--- config.mk ---
export PLATFORM = sky130hd
export DESIGN_NAME = calc_datapath
export DESIGN_NICKNAME = d
export VERILOG_FILES = /design/src/rtl/calc_datapath.sv
export SDC_FILE = /design/constraint.sdc
export NUM_CORES = 1
export LEC_CHECK = 0
export BUFFER_PORTS_ARGS = -buffer_cell sky130_fd_sc_hd__buf_2
export CAP_MARGIN = 20
export CORE_UTILIZATION = 60
export DETAILED_ROUTE_END_ITERATION = 10
export MAX_ROUTING_LAYER = met4
export PLACE_DENSITY = 0.83
export SYNTH_ARGS = -nofsm -noshare
export SYNTH_HDL_FRONTEND = slang
export SYNTH_SLANG_ARGS = --single-unit
--- constraint.sdc ---
create_clock -name clk -period 4.5 [get_ports clk]
set_input_delay 0.675 -clock clk [delete_from_list [all_inputs] [get_ports clk]]
set_output_delay 0.675 -clock clk [all_outputs]
set_load 0.01 [all_outputs]
--- src/rtl/calc_datapath.sv ---
// Calculator datapath: operand registers A/B, operand mux, 2-bit-op ALU and the
// shiftable accumulator C, plus a result register captured on the rising edge of fim.
module calc_datapath #(
  parameter int WIDTH = 8
) (
  input  logic             clk,
  input  logic             rst,
  input  logic [WIDTH-1:0] data_in,
  input  logic             enA,
  input  logic             enB,
  input  logic             sel,
  input  logic [1:0]       op,
  input  logic [1:0]       op_Reg,
  input  logic             fim,
  output logic [WIDTH-1:0] result,
  output logic             result_carry,
  output logic             result_valid,
  output logic [WIDTH-1:0] acc
);

  typedef enum logic [1:0] {OP_PASS, OP_ADD, OP_SUB, OP_NOT} alu_op_t;
  typedef enum logic [1:0] {C_HOLD, C_LOAD, C_SHR, C_SHL} c_op_t;

  alu_op_t          alu_op;
  c_op_t            c_op;
  logic [WIDTH-1:0] a, b, c, x, y;
  logic [WIDTH:0]   sum, diff;
  logic             cout, cf, fim_q, fim_rise;

  assign alu_op   = alu_op_t'(op);
  assign c_op     = c_op_t'(op_Reg);
  assign x        = sel ? c : b;
  assign acc      = c;
  assign fim_rise = fim && !fim_q;

  // One extra bit carries the adder's carry-out and the subtractor's borrow.
  assign sum  = {1'b0, a} + {1'b0, x};
  assign diff = {1'b0, a} - {1'b0, x};

  always_comb begin
    // NOTE: every output gets a default first, so no case path can infer a latch.
    y    = a;
    cout = 1'b0;
    case (alu_op)
      OP_ADD: {cout, y} = sum;
      OP_SUB: begin
        y    = diff[WIDTH-1:0];
        cout = diff[WIDTH];
      end
      OP_NOT: y = ~a;
      default: ;
    endcase
  end

  // NOTE: non-blocking assignments make every read below see pre-edge values,
  // which is exactly the read-before-write behaviour the controller relies on.
  always_ff @(posedge clk) begin
    if (!rst) begin
      a            <= '0;
      b            <= '0;
      c            <= '0;
      cf           <= 1'b0;
      fim_q        <= 1'b0;
      result       <= '0;
      result_carry <= 1'b0;
      result_valid <= 1'b0;
    end else begin
      if (enA) a <= data_in;
      if (enB) b <= data_in;

      case (c_op)
        C_LOAD: c <= y;
        C_SHR:  c <= {1'b0, c[WIDTH-1:1]};
        C_SHL:  c <= {c[WIDTH-2:0], 1'b0};
        default: ;
      endcase

      // Loading A starts a new computation, so its clear beats any carry set.
      if (enA)
        cf <= 1'b0;
      else if (c_op == C_LOAD && (alu_op == OP_ADD || alu_op == OP_SUB) && cout)
        cf <= 1'b1;

      fim_q        <= fim;
      result_valid <= fim_rise;
      if (fim_rise) begin
        result       <= c;
        result_carry <= cf;
      end
    end
  end

endmodule
## Yosys cells after proc, flatten, opt, wreduce, memory -nomap -nowiden

Index checks and enable logic that the tools add are counted.

- Flip-flop bits (word level): 36
- Latch bits: 0
- RAM bits: 0
- ROM bits: 0
- Input bits: 18
- Output and inout port bits: 18
- Word-level logic and storage cells: 29
- Memories: 0

- Add/subtract/negate cells: 2
- $mul: 0
- Div/mod/pow operators: 0
- $lt $le $gt $ge: 0
- Equal/unequal tests: 6
- Shift-type cells: 0
- Mux-type cells: 4
- Bitwise operators: 2
- Reduce and logical (&&, ||, !) cells: 7

Operator list:

| cell | number |
|---|---|
| $pmux 8 s3 | 2 |
| $add 8x8->9 | 1 |
| $sub 8x8->9 | 1 |
| $eq 2x2->1 const B | 4 |
| $mux 8 | 1 |
| $not 8->8 | 1 |
| $eq 2x1->1 const B | 2 |
| $logic_and 1x1->1 | 3 |
| $reduce_bool 3->1 | 1 |
| $pmux 1 s2 | 1 |
| $reduce_or 2->1 | 1 |
| $logic_not 1->1 | 1 |
| $logic_or 1x1->1 | 1 |
| $not 1->1 | 1 |

## Longest topological paths before layout

- Word-level depth: 4
- Mapped depth: 10
- Mapped depth without buffers: 9

## Worst setup path after synthesis

OpenSTA, ideal clock, no wires.

- Kind: in2reg
- Start: input port sel
- End: register cf
- Library setup time: 136 ps
- Arrival time: 2734 ps
- Required time: 4364 ps
- Setup slack: 1630 ps
- Cell stages on the path: 9
- Path buffers: 1
- Cell sequence: clkbuf_1 > mux2_2 > ha_1 > fa_1 > nand2b_4 > a2111o_1 > a311oi_1 > o311ai_1 > o211ai_1

- Cells in the longest elaborated chain, start to end: 4
- Elaborated cells on any way between the ends: 5
- Classes of those cells: add/sub: 2; mux: 2; reduce/logical: 1

Ends and longest elaborated chain:

| element | RTL line | text |
|---|---|---|
| from (decl) | 11 | `input logic sel,` |
| $mux 8 * | 32 | `assign x = sel ? c : b;` |
| $sub 8x8->9 / $add 8x8->9 (equally long branches) | 38, 37 |  |
| $pmux 1 s2 * | 44 | `case (alu_op)` |
| $logic_and 1x1->1 * | 81 | `else if (c_op == C_LOAD && (alu_op == OP_ADD \|\| alu_op == OP_SUB) && cout)` |
| to (signal assigned) | 62 | `cf <= 1'b0;` |
| to (signal assigned) | 80 | `cf <= 1'b0;` |
| to (signal assigned) | 82 | `cf <= 1'b1;` |
| to (decl) | 28 | `logic cout, cf, fim_q, fim_rise;` |

Every way passes the cells marked *; elsewhere a longest branch is shown, timed or not.
A chain may end at the register's enable or synchronous reset.

## Worst setup path in the final report

Ends and elaborated chain as after synthesis.

==> results.py <==
metrics = {
    "status": {
        "run_status": "finished, final reports clean",
    },
    "floorplan": {
        "core_area_um2": 4030,
        "die_area_um2": 4510,
        "die-height_um": 67.2,
        "io_pins": 36,
        "die_x_um": 67.2,
        "start_util_pct": 63.2,
        "rows": 23,
    },
    "pwr": {
        "leakage_nw": 1.31,
        "clockPowerShare_pct": 33.5,
        "power.total_mw": 0.852,
        "p_per_area_nw_per_um2": 303,
        "switching_power_mw": 0.261,
        "ir_drop_mv": 0.274,
        "pwr-share-comb_pct": 24.5,
        "p_seq_share_pct": 42.0,
        "p_int_mw": 0.591,
        "switching_share_pct": 30.6,
    },
    "timing": {
        "fin_crit_sh_pct": 58.0,
        "fin_crit_ns": 2.61,
        "slew_violations": 0,
        "finalHoldViolations": 0,
        "clock.fmax_mhz": 383,
        "worst_slack_ns": 1.89,
        "tightest_slew_ns": 0.643,
        "clock_skew_ns": 0.00551,
        "setup_viol": 0,
        "relSlewSlack_pct": 57.1,
        "rsz0062_at_grt": "false",
        "tns_ns": 0,
    },
    "synth": {
        "synth_area_leader_cell": "dfxtp_1",
        "synth_top_family_by_area": "compound AO/OA/AOI/OAI gates",
        "synthTopCellsByCount": "nand2_1 (37), dfxtp_1 (36), mux2i_1 (26)",
        "synth-simple-area-share_pct": 18.5,
        "synth_area_um2": 2550,
        "synth-edff-count": 0,
        "ys_seq_elements": 36,
        "synthMuxAreaShare_pct": 12.0,
        "synth_cell_type_count": 50,
        "ys_seq_area_share_pct": 28.3,
        "ys.flop_type": "dfxtp_1",
        "synth_xor_xnor_area_share_pct": 0.688,
        "synth.area.top_cells": "dfxtp_1 (28%), ha_1 (11%), mux2i_1 (10%), nand2_1 (5.5%), nor2b_1 (5.4%)",
        "syn_inst": 303,
        "synth_area_per_cell_um2": 8.41,
        "synth_most_common_cell": "nand2_1",
        "ys_async_sr_fraction_pct": 0,
        "synth_nets": 345,
        "synth_compound_area_share_pct": 21.7,
        "synth_fa_ha_area_share_pct": 12.4,
        "yosysWarnings": 0,
        "synth.top_cell.area_share_pct": 28.3,
    },
    "clocking": {
        "clk_latency_ns": 0.30,
        "path_clk_slew_ns": 0.07,
        "post_cts_resized": 0,
        "cts_tree": "yes",
        "ctsHoldBuffers": 0,
        "cts_setup_buffers": 0,
        "cts-root-buf": "clkbuf_8",
        "h-tree-depth": 2,
        "cts_made_buffers": 5,
        "clock-sinks": 36,
        "cts_buffer_depth": 2,
    },
    "place": {
        "gpl.final_weighted_congestion": 0.921,
        "hpwlAfterDp_mm": 4.48,
        "port-buffer-count": 35,
        "place_ws_ns": 1.58,
        "placed_area_um2": 2710,
    },
    "critical_path": {
        "timing.rr.end": "acc[6]",
        "endpoint": "cf",
        "critical_path_buf_inv_count": 1,
        "startpoint": "sel",
        "slowest_delay_ns": 0.46,
        "critPathLaunchType": "input port",
        "timing.rr.start": "acc[0]",
        "crit_cells": 9,
        "path_class": "input port to flip-flop",
        "cp_slowest_cell": "fa_1",
        "cp-end-kind": "flip-flop",
        "r2r_cells": 9,
        "crit_path_max_fanout": 8,
        "crit_chain": "buf_2, mux2_2, ha_1, fa_1, nand2b_4, a2111o_1, a311oi_1, o311ai_1, o211ai_1",
        "cp.required_ns": 4.68,
        "r2r_slack_ns": 2.20,
        "cp_data_arrival_time_ns": 2.79,
        "critPathTopFamily": "compound AO/OA/AOI/OAI gates",
    },
    "global_route": {
        "grt-ovfl-total": 0,
        "antenna_found_initial": 0,
        "first_global_vias": 2033,
        "track_usage_pct": 28.7,
        "grt_max_degree": 37,
        "grt_pass1_wl_mm": 9.23,
    },
    "min_path": {
        "hp-class": "flip-flop to flip-flop",
    },
    "layout": {
        "final_nets": 368,
        "layout-drive-gt1-share_pct": 15.0,
        "final_cell_area_um2": 2820,
        "syn2layout_area_growth_pct": 10.6,
        "antennaDiodeCount": 0,
    },
    "detailed_routing": {
        "finalWirelength_mm": 6.10,
        "vias": 2250,
        "drtIter0Drc": 238,
        "vias_per_cell": 5.97,
        "first_pass_iters": 5,
        "ant_nets": 0,
        "remaining_drc_errors": 0,
        "drt-wirelength-per-cell_um": 16.2,
    },
    "run": {
        "drv_cap": 0,
    },
}
## metal layers
metal  wire, um  global-route usage, %
met5          0                      -
met1       2580                   32.0
met3        375                   7.60
met2       3010                   47.4
met4        136                   13.6
## placed cells by master, fill, tap and decap left out, types with 2 or more instances in the layout
master	netlist	layout
nand3_1	2	2
nor3b_1	2	2
o31ai_1	2	2
a31oi_1	5	5
mux2i_1	26	26
nand3b_1	2	2
fa_1	2	2
o211a_1	2	2
dfxtp_1	36	36
buf_2	3	35
nor2b_1	22	22
o31a_1	2	2
inv_1	24	24
o311ai_1	2	2
clkbuf_8	0	5
o221ai_1	4	4
nand2_1	37	37
mux2_2	3	3
ha_1	22	22
a21oi_1	7	7
a21boi_0	10	10
nand2b_1	4	4
xnor2_1	2	2
nor3_1	7	7
o211ai_1	6	6
o21ai_0	19	19
o21a_1	6	6
nor2_1	6	6
and4_1	2	2
## cell families after synthesis
family / count (synthesis)
simple gates: 90
compound gates: 78
buf+inv: 43
flops: 36
mux: 30
fa+ha+maj: 24
xor+xnor: 2
## stage by stage
stage / hold WS, ns / utilization (%) / std cells
2_1_floorplan: 0.406 / - / 303
3_3_place_gp: 0.412 / 67.2 / 369
3_5_place_dp: 0.422 / 67.2 / 369
4_1_cts: 0.431 / 69.9 / 377
5_1_grt: 0.454 / 69.9 / 377
6_report: 0.428 / 69.9 / 377
## power groups by stage
| stage | registers [mW] | clock network, mW | logic [mW] |
|---|---|---|---|
| after global routing | 0.360 | 0.301 | 0.229 |
| after CTS | 0.357 | 0.286 | 0.207 |
| after global placement | 0.364 | 0 | 0.199 |
| after detailed placement | 0.364 | 0 | 0.205 |
| final | 0.358 | 0.286 | 0.209 |
| after floorplan | 0.363 | 0 | 0.152 |
## flip-flops by register name, summed over array words and instances, names as in the netlist
register,cells
result_valid,1
result,8
fim_q,1
b,8
acc,8
cf,1
result_carry,1
a,8
## final cells by class
| class | count | area, um^2 |
|---|---|---|
| repair buffers | 35 | 175 |
| flip-flops and latches | 36 | 721 |
| fillers | 336 | 1210 |
| well taps | 50 | 62.6 |
| clock inverters | 2 | 35.0 |
| inverters | 24 | 90.1 |
| multi-input cells | 224 | 1660 |
| clock buffers | 6 | 72.6 |
## how the worst min path moves through the flow
| stage | startpoint | endpoint | slack, ns | cells past startpoint |
|---|---|---|---|---|
| 2_1_floorplan | fim_q | result_valid | 0.41 | 1 |
| 3_3_place_gp | fim_q | result_valid | 0.41 | 1 |
| 5_1_grt | fim_q | result_valid | 0.45 | 1 |
| 3_5_place_dp | fim_q | result_valid | 0.42 | 1 |
| 6_report | fim_q | result_valid | 0.43 | 1 |
| 4_1_cts | fim_q | result_valid | 0.43 | 1 |
(Power assumes the default switching activity.)
